`src/rtl/grid_adventure_fsm.sv`:
```
// Grid adventure FSM: walk a GRID_W x GRID_H grid, grab the sword, then face the den.
// Optional trap cell is enabled with `define GRID_ADVENTURE_TRAP_EN.
module grid_adventure_fsm #(
    parameter int unsigned GRID_W    = 3,
    parameter int unsigned GRID_H    = 2,
    parameter int unsigned START_X   = 0,
    parameter int unsigned START_Y   = 0,
    parameter int unsigned STASH_X   = 0,
    parameter int unsigned STASH_Y   = 1,
    parameter int unsigned DEN_X     = 2,
    parameter int unsigned DEN_Y     = 1,
`ifdef GRID_ADVENTURE_TRAP_EN
    parameter int unsigned TRAP_X    = 1,
    parameter int unsigned TRAP_Y    = 0,
`endif
    parameter int unsigned WRAP      = 0,
    parameter int unsigned MAX_MOVES = 8,
    parameter int unsigned XW        = (GRID_W > 1) ? $clog2(GRID_W) : 1,
    parameter int unsigned YW        = (GRID_H > 1) ? $clog2(GRID_H) : 1,
    parameter int unsigned MW        = (MAX_MOVES > 0) ? $clog2(MAX_MOVES + 1) : 1
) (
    input  logic          clk,
    input  logic          reset_n,
    input  logic          restart,
    input  logic          n,
    input  logic          s,
    input  logic          e,
    input  logic          w,
    output logic [XW-1:0] pos_x,
    output logic [YW-1:0] pos_y,
    output logic          sw,
    output logic          win,
    output logic          d,
    output logic          bump,
`ifdef GRID_ADVENTURE_TRAP_EN
    output logic          trap,
`endif
    output logic [MW-1:0] moves
);

    typedef enum logic [1:0] {StExplore, StDen, StVault, StGraveyard} state_e;

    state_e        state;
    logic          valid;
    logic          off_grid;
    logic          blocked;
    logic          budget_out;
    logic          at_stash;
    logic          at_den;
    logic [XW-1:0] tgt_x;
    logic [YW-1:0] tgt_y;
`ifdef GRID_ADVENTURE_TRAP_EN
    logic          at_trap;
`endif

    // Target cell for the commanded step; off-grid targets are pre-wrapped.
    always_comb begin
        valid    = $onehot({n, s, e, w});
        tgt_x    = pos_x;
        tgt_y    = pos_y;
        off_grid = 1'b0;
        if (n) begin
            if (pos_y == '0) begin
                off_grid = 1'b1;
                tgt_y    = YW'(GRID_H - 1);
            end else begin
                tgt_y = pos_y - YW'(1);
            end
        end else if (s) begin
            if (pos_y == YW'(GRID_H - 1)) begin
                off_grid = 1'b1;
                tgt_y    = '0;
            end else begin
                tgt_y = pos_y + YW'(1);
            end
        end else if (e) begin
            if (pos_x == XW'(GRID_W - 1)) begin
                off_grid = 1'b1;
                tgt_x    = '0;
            end else begin
                tgt_x = pos_x + XW'(1);
            end
        end else if (w) begin
            if (pos_x == '0) begin
                off_grid = 1'b1;
                tgt_x    = XW'(GRID_W - 1);
            end else begin
                tgt_x = pos_x - XW'(1);
            end
        end
        blocked    = off_grid && (WRAP == 0);
        budget_out = (MAX_MOVES != 0) && (moves == MW'(MAX_MOVES));
        at_stash   = (tgt_x == XW'(STASH_X)) && (tgt_y == YW'(STASH_Y));
        at_den     = (tgt_x == XW'(DEN_X)) && (tgt_y == YW'(DEN_Y));
`ifdef GRID_ADVENTURE_TRAP_EN
        at_trap    = (tgt_x == XW'(TRAP_X)) && (tgt_y == YW'(TRAP_Y));
`endif
    end

    always_ff @(posedge clk or negedge reset_n) begin
        if (!reset_n) begin
            state <= StExplore;
            pos_x <= XW'(START_X);
            pos_y <= YW'(START_Y);
            sw    <= 1'b0;
            win   <= 1'b0;
            d     <= 1'b0;
            bump  <= 1'b0;
            moves <= '0;
`ifdef GRID_ADVENTURE_TRAP_EN
            trap  <= 1'b0;
`endif
        end else if (restart) begin
            state <= StExplore;
            pos_x <= XW'(START_X);
            pos_y <= YW'(START_Y);
            sw    <= 1'b0;
            win   <= 1'b0;
            d     <= 1'b0;
            bump  <= 1'b0;
            moves <= '0;
`ifdef GRID_ADVENTURE_TRAP_EN
            trap  <= 1'b0;
`endif
        end else begin
            bump <= 1'b0;
            case (state)
                StExplore: begin
                    if (valid) begin
                        if (blocked) begin
                            bump <= 1'b1;
                        end else if (budget_out) begin
                            state <= StGraveyard;
                            d     <= 1'b1;
                        end else begin
                            pos_x <= tgt_x;
                            pos_y <= tgt_y;
                            moves <= moves + MW'(1);
                            if (at_stash) sw <= 1'b1;
`ifdef GRID_ADVENTURE_TRAP_EN
                            trap <= at_trap;
                            // The sword absorbs the trap; without it the trap is fatal.
                            if (at_trap) begin
                                if (sw) begin
                                    sw <= 1'b0;
                                end else begin
                                    state <= StGraveyard;
                                    d     <= 1'b1;
                                end
                            end
`endif
                            if (at_den) state <= StDen;
                        end
                    end
                end
                StDen: begin
                    if (sw) begin
                        state <= StVault;
                        win   <= 1'b1;
                    end else begin
                        state <= StGraveyard;
                        d     <= 1'b1;
                    end
                end
                default: ;
            endcase
        end
    end

endmodule

```
`config.mk`:
```
export PLATFORM = sky130hd
export DESIGN_NAME = grid_adventure_fsm
export DESIGN_NICKNAME = d
export VERILOG_FILES = /design/src/rtl/grid_adventure_fsm.sv
export SDC_FILE = /design/constraint.sdc
export NUM_CORES = 1
export LEC_CHECK = 0
export BUFFER_PORTS_ARGS = -buffer_cell sky130_fd_sc_hd__buf_2
export CAP_MARGIN = 20
export CORE_MARGIN = 3
export CORE_UTILIZATION = 39
export DETAILED_ROUTE_END_ITERATION = 8
export PLACE_DENSITY = 0.65
export SETUP_SLACK_MARGIN = 0.2
export SLEW_MARGIN = 20
export SYNTH_ARGS = -nofsm -noshare
export SYNTH_HDL_FRONTEND = slang
export SYNTH_SLANG_ARGS = --single-unit
```
`constraint.sdc`:
```
create_clock -name clk -period 1.81 [get_ports clk]
set_clock_uncertainty 0.15 [all_clocks]
set_input_delay 0.181 -clock clk [delete_from_list [all_inputs] [get_ports clk]]
set_output_delay 0.181 -clock clk [all_outputs]
set_load 0.01 [all_outputs]
```
### After elaboration in Yosys (flattened, before gate mapping)

Index checks and enable logic that the tools add are counted.

| storage, ports and cells | value |
|---|---|
| output and inout bits | 11 |
| register bits | 13 |

| cells by class | value |
|---|---|
| mux-type cells | 59 |
| equal/unequal tests | 12 |
| add/subtract/negate cells | 8 |
| reduce and logical (&&, ||, !) cells | 16 |

Operators with widths:

| kind | count |
|---|---|
| two-way mux 1 bit | 36 |
| two-way mux 2 bit | 16 |
| two-way mux 4 bit | 5 |
| != test 3 bit, second input constant | 4 |
| AND reduction 5 bit | 2 |
| nonzero test 2 bit | 5 |
| AND reduction 4 bit | 2 |
| logical NOT 2 bit | 3 |
| adder 1 x 1 -> 2 bit | 2 |
| adder 4 x 1 -> 4 bit, second input constant | 1 |
| == test 2 bit, second input constant | 2 |
| == test 4 bit, second input constant | 1 |
| != test 2 bit, second input constant | 2 |
| != test 4 bit, second input constant | 1 |
| one-hot mux 2 bit (2 select lines) | 1 |
| adder 2 x 2 -> 3 bit | 1 |
| == test 3 x 1 -> 1 bit, second input constant | 1 |
| nonzero test 3 bit | 1 |
| adder 2 x 1 -> 2 bit, second input constant | 1 |
| == test 2 x 1 -> 1 bit, second input constant | 1 |
| logical AND 1 bit | 2 |
| one-hot mux 1 bit (2 select lines) | 1 |
| AND reduction 2 bit | 1 |
| subtractor 2 x 1 -> 2 bit, second input constant | 1 |
| other kinds (2) | 2 |

### Longest topological paths before layout

Gate-level depths: netlist of the first run.

| depth | value |
|---|---|
| word-level depth | 14 |
| gate-level depth with buffers | 10 |
| gate-level depth less buffers | 9 |

### Least setup slack after synthesis of the first run

Ideal clock, no wire load.

| timing path | value |
|---|---|
| path kind | input-to-reg |
| from | input port n |
| to | register moves[3] |
| required time | 1.535 ns |
| slack | -0.894 ns |
| stages on the path | 10 |
| arrival time | 2.429 ns |
| cell sequence | buf_6 inv_1 fa_1 inv_1 ha_1 ha_1 nor3b_2 nand3b_2 nor3_1 mux2_2 |

| on the way | value |
|---|---|
| longest elaborated chain between the ends | 5 |
| elaborated cells on any way between the ends | 7 |
| those cells by class | add/sub (2); eq/ne (2); mux (1); reduce/logical (2) |

Ends and longest elaborated chain:

| element | RTL line | RTL |
|---|---|---|
| start, declared | 25 | `input logic n,` |
| adder 1 x 1 -> 2 bit (implied by the code) | 58 | `valid = $onehot({n, s, e, w});` |
| adder 2 x 2 -> 3 bit (implied by the code) | 58 |  |
| == test 3 x 1 -> 1 bit | 58 |  |
| nonzero test 2 bit (no line) | -- |  |
| AND reduction 4 bit (no line) * | -- |  |
| end signal, assigned | 138 | `moves <= moves + MW'(1);` |
| end, declared | 38 | `output logic [MW-1:0] moves` |

Mark *: on every way between the ends. The rest lies on a longest branch, timed or not.
A chain may end at the register's enable or synchronous reset.

### Final worst setup path of the first run

| timing path | value |
|---|---|
| from | input port n |
| to | register pos_y |

| on the way | value |
|---|---|
| longest elaborated chain between the ends | 6 |
| elaborated cells on any way between the ends | 13 |
| those cells by class | add/sub (2); eq/ne (2); mux (7); reduce/logical (2) |

Ends and longest elaborated chain:

| element | RTL line | RTL |
|---|---|---|
| branches (longest 6 deep; another with adder 2 x 2 -> 3 bit) | -- |  |
| end signal, assigned | 104 | `pos_y <= YW'(START_Y);` |
| end signal, assigned | 116 | `pos_y <= YW'(START_Y);` |
| end signal, assigned | 137 | `pos_y <= tgt_y;` |
| end, declared | 30 | `output logic [YW-1:0] pos_y,` |

Several ways; the timed one is not identified. The select of a mux whose other input is x is not followed.

==> results of run 1 <==
-- worst max path at each step --
| stage | from | to | slack (ns) | cells after the start |
|---|---|---|---|---|
| after global placement | n | pos_x[0]$_DFFE_PN0P_ | -0.67 | 11 |
| after floorplan | n | moves[2]$_DFFE_PN0P_ | -0.64 | 10 |
| after CTS | n | pos_y$_DFFE_PN0P_ | -0.34 | 10 |
| after detailed placement | n | pos_x[0]$_DFFE_PN0P_ | -0.76 | 11 |
| final | n | pos_y$_DFFE_PN0P_ | -0.34 | 10 |
| after global routing | n | moves[2]$_DFFE_PN0P_ | -0.40 | 10 |
-- worst max-delay path: cells and delay by family --
kind	cells	cell delay, ns
buf+inv	3	0.15
simple gates	3	0.83
fa+ha+maj	3	0.91
compound gates	1	0.13
-- through the flow --
step / hold slack (ns) / utilization / instances
global placement: -0.0614 / 0.538 / 158
floorplan: -0.265 / - / 99
finish: 0.133 / 0.595 / 165
detailed placement: -0.0680 / 0.538 / 158
global route: 0.145 / 0.595 / 165
CTS: 0.117 / 0.580 / 164
-- area by class of cell --
class,instances,area [µm²]
well taps,28,35.0
multi-input cells,72,662
inverters,11,43.8
repair buffers,37,262
flip-flops and latches,13,325
clock buffers,4,26.3
fillers,197,922
-- cell usage after synthesis (2+ instances only) --
cell      number
nand4_1        2
or4_1          2
inv_1         11
o21ai_0        4
nand3_1        2
nor2_1         7
and3b_1        2
nor3b_2        2
o31ai_1        2
nor2b_1        4
buf_6          2
a21oi_1        7
nor3_1         4
dfrtp_1       13
mux2i_1        3
ha_1           7
nand2b_1       2
-- sequential cells by signal (all words and copies together), names as in the netlist --
register and count:
moves 4, win 1, pos_y 1, pos_x 2, bump 1, d 1, sw 1, state 2
-- per-layer routing --
metal | vias to the layer above | share of wire | global-route usage
met1 | 411 | 0.48 | 0.194
li1 | 443 | - | -
met2 | 19 | 0.47 | 0.243
met5 | - | 0 | 0
met3 | 4 | 0.042 | 0.0464
met4 | 0 | 0.0086 | 0.0208
-- power breakdown --
part,internal (mW),total (mW),leakage (nW),switching (mW)
Sequential,0.300,0.307,0.181,0.00714
Clock,0.0854,0.183,0.0150,0.0971
Combinational,0.124,0.253,0.428,0.129
Total,0.509,0.742,0.623,0.233
-- timing repair --
item,CTS,global route
gates resized for setup,13,6
pin swaps,7,2
endpoints found under the setup margin,12,12
hold endpoints to repair,13,0
setup buffers,1,1
hold buffers,1,0
cloned,0,0
-- logic make-up (layout without fill, tap and decap cells) --
group / count (synthesis) / after routing / synth area share
AO/OA/AOI/OAI: 24 / 24 / 0.184
multiplexers: 4 / 4 / 0.0431
buffers and inverters: 14 / 52 / 0.0705
flip-flops: 13 / 13 / 0.339
AND/OR/NAND/NOR: 36 / 36 / 0.251
adder cells (fa/ha/maj): 8 / 8 / 0.112
==> impl_metrics.ini, run 1 <==
[die]
pin_count = 18
die_h_um = 55.6
die-area_mm2 = 0.00309
die-width_um = 55.6
coreArea_mm2 = 0.00228
start_util = 0.421
rows = 17

[layout]
layout_common_cells = 17 x buf_4, 15 x buf_2, 13 x dfrtp_1, 9 x inv_1, 7 x nor2_1
nNetsFinal = 153
area_growth_pct = 41.3
final_area_mm2 = 0.00135
mostFrequentLayoutCell = buf_4
drive_gt1_frac = 0.460
n_antenna_cell = 0

[logic_synthesis]
synthArstFlopShare = 1.00
ys_ff_latch = 13
ys_seq_area_frac = 0.339
yosysTopAreaCell = dfrtp_1
synthCells = 99
ys_types = 40
syn_nets = 114
syn_area_per_cell_um2 = 9.68
yosys_warnings = 0
yosysTopAreaCellShare = 0.339
ys_top_cells_by_area = dfrtp_1 34%, ha_1 9.1%, inv_1 4.3%
synth_edf_count = 0
syn_area_um2 = 958
synth_flop_cell = dfrtp_1

[drt]
drc_errors = 0
via_count = 877
totalWireLength_mm = 2.20
avgViaCountPerCell = 5.32
ant_nets = 0
drt_iter0_drc = 23
wl_per_cell_um = 13.4
dr.pass1.iters = 4

[placed_design]
post_dp_cell_area_mm2 = 0.00122
gp_congestion = 0.793
portBuffers = 17
preCtsSetupSlack_ns = -0.756
dp_hpwl_mm = 1.68

[sta]
timing.final.crit_share = 1.19
hold_viol_final = 0
fin_ws_ns = -0.339
setup_viol = 12
maxSlewHeadroom = 0.712
tightestPinTransition_ns = 0.428
max_freq_mhz = 465
slew_viol_final = 0
period_minus_slack_ns = 2.15
rsz0062_at_grt = true
fin_setup_tns_ns = -2.89

[critical_path]
crit_slowest_cell = fa_1
r2r_cells = 6
crit_fanout = 8
required_ns = 1.86
crit_path_end_kind = flip-flop
rr_startpoint = pos_x[1]$_DFFE_PN0P_
worstPathCellList = buf_8, inv_4, fa_1, inv_1, ha_2, ha_4, nor3b_4, nand3b_4, or4_4, a21oi_2
critPathKind = in -> reg
critPathMaxStageDelay_ns = 0.52
cp.arrival_ns = 2.20
ff2ff_setup_slack_ns = -0.26
start_kind = input port
r2r-end = pos_y$_DFFE_PN0P_

[clocking]
cts_sinks = 13
clk_pin_slew_ns = 0.08
numCtsBuffers = 3
tritoncts = built
clk_latency_ns = 0.28
clk_path_buf_depth = 2
cts-root-buf = clkbuf_4
h-tree-depth = 1

[outcome]
violations = negative setup slack
outcome = finished, violations left

[global_route]
overflow = 0
grt_pass1_wl_mm = 3.67
antenna_found_initial = 0
grt_usage = 0.148
grt_pass1_vias = 823
grt_start_max_net_pins = 18

[hold_path]
hold_path_depth = 2
hp-start = restart
hold_class = in -> reg
hold_end = moves[2]$_DFFE_PN0P_

[power_and_ir_drop]
vdd_drop_max_uv = 531
leakage_nw = 0.623
power.density_mw_per_mm2 = 548
total_power_mw = 0.742

[flow_run]
max-cap-violations = 0
(Power assumes the default switching activity.)
==> run 2: changes to the inputs <==
--- a/config.mk
+++ b/config.mk
@@ -5,7 +5,7 @@
 export SDC_FILE = /design/constraint.sdc
 export NUM_CORES = 1
 export LEC_CHECK = 0
-export BUFFER_PORTS_ARGS = -buffer_cell sky130_fd_sc_hd__buf_2
+export BUFFER_PORTS_ARGS = -buffer_cell sky130_fd_sc_hd__clkbuf_2
 export CAP_MARGIN = 20
 export CORE_MARGIN = 3
 export CORE_UTILIZATION = 39
==> impl_metrics.ini, run 2 (synthesis gave the netlist of run 1 again) <==
[flow_run]
max-cap-violations = 0

[outcome]
violations = negative setup slack
outcome = finished, violations left

[layout]
area_growth_pct = 48.0
fill_cells = 204
final_cells = 172
largest_reg_flops = 4
nNetsFinal = 160
drive_gt1_frac = 0.472
regMostFlops = moves
layout_common_cells = 21 x buf_4, 15 x clkbuf_2, 13 x dfrtp_1, 9 x inv_1, 7 x nor2_1
final_core_util = 0.623
n_antenna_cell = 0
mostFrequentLayoutCell = buf_4
final_area_mm2 = 0.00142
largest_registers = moves (4), pos_x (2), state (2)

[hold_path]
hold_class = in -> reg
hp-start = restart

[placed_design]
gp_congestion = 0.780
post_dp_cell_area_mm2 = 0.00125
portBuffers = 17
preCtsSetupSlack_ns = -0.783
dp_cells = 161
dp_hpwl_mm = 1.74

[power_and_ir_drop]
total_power_mw = 0.781
power.density_mw_per_mm2 = 550
leakage_nw = 0.654
vdd_drop_max_uv = 385

[global_route]
grt_usage = 0.166
grt_start_max_net_pins = 17
grt_pass1_wl_mm = 4.15
grt_pass1_vias = 901
overflow = 0
antenna_found_initial = 0

[drt]
via_count = 925
ant_nets = 0
drc_errors = 0
totalWireLength_mm = 2.42
drt_iter0_drc = 18
avgViaCountPerCell = 5.38
dr.pass1.iters = 4
wl_per_cell_um = 14.1

[clocking]
cts-root-buf = clkbuf_4
clk_path_buf_depth = 2
tritoncts = built
cts_sinks = 13
numCtsBuffers = 3
h-tree-depth = 1
clk_pin_slew_ns = 0.08
clk_latency_ns = 0.28

[critical_path]
cp.arrival_ns = 2.24
crit_path_end_kind = flip-flop
required_ns = 1.87
startpoint = n
crit_fanout = 8
critPathKind = in -> reg
rr_startpoint = pos_x[0]$_DFFE_PN0P_
start_kind = input port

[die]
pin_count = 18
die_h_um = 55.6
rows = 17
die-area_mm2 = 0.00309
die-width_um = 55.6
start_util = 0.421
coreArea_mm2 = 0.00228

[sta]
hold_viol_final = 0
setup_viol = 12
max_freq_mhz = 458
slew_viol_final = 0
tightestPinTransition_ns = 0.393
period_minus_slack_ns = 2.18
timing.final.crit_share = 1.21
maxSlewHeadroom = 0.736
rsz0062_at_grt = true
fin_ws_ns = -0.371
## run 2: cell count changes in the layout (fill, tap and decap cells not counted), sizes merged
cell / previous run / this run
clkbuf: 4 / 19
buf: 36 / 28
## run 2: layout make-up
| class | count | area, µm² | area share |
|---|---|---|---|
| well taps | 28 | 35.0 | 0.0247 |
| flip-flops and latches | 13 | 325 | 0.229 |
| multi-input cells | 72 | 663 | 0.467 |
| inverters | 11 | 43.8 | 0.0309 |
| repair buffers | 44 | 325 | 0.229 |
| clock buffers | 4 | 26.3 | 0.0185 |
## run 2: path summary, 6_finish.rpt
kind	end	slack (ns)	depth (start not counted)
worst min-delay path	pos_y$_DFFE_PN0P_	0.12	3
worst max-delay path	moves[2]$_DFFE_PN0P_	-0.37	10
min in group asynchronous	win$_DFFE_PN0P_	0.17	2
max in group asynchronous	moves[0]$_DFFE_PN0P_	1.09	2
worst min register to register	win$_DFFE_PN0P_	0.36	2
worst max register to register	moves[2]$_DFFE_PN0P_	-0.30	8
## run 2: report_power, final
part | total (mW) | internal (mW) | leakage (nW) | switching [mW]
combinational | 0.292 | 0.148 | 0.458 | 0.144
sequential | 0.305 | 0.300 | 0.181 | 0.00543
clock | 0.183 | 0.0856 | 0.0150 | 0.0979
## run 2: layer usage
metal | wire length (µm) | vias to the layer above | track usage
met2 | 1190 | 20 | 0.269
met4 | 44 | 0 | 0.0486
met1 | 1100 | 436 | 0.223
met5 | 0 | - | 0
li1 | - | 463 | -
met3 | 90 | 6 | 0.0348
## run 2: worst max-delay path, stage by stage
cell and delay [ns]:
buf_8 0.08, inv_4 0.03, fa_1 0.52, inv_1 0.04
ha_2 0.18, ha_4 0.22, nor3b_4 0.26, nand3b_4 0.18
or4_1 0.42, a21oi_1 0.14
## run 2: stage by stage
step | hold WS [ns] | TNS (ns)
after floorplan | -0.265 | -4.91
after global placement | -0.0525 | -5.43
after detailed placement | -0.0504 | -6.10
after CTS | 0.133 | -2.66
after global routing | 0.146 | -4.53
final | 0.122 | -3.54
## run 2: timing repair
| item | CTS | global route |
|---|---|---|
| resized for setup | 8 | 11 |
| setup endpoints to repair | 12 | 12 |
| setup buffers | 2 | 4 |
| pin swaps | 6 | 5 |
| endpoints found under the hold margin | 13 | 0 |
| hold buffers | 1 | 0 |
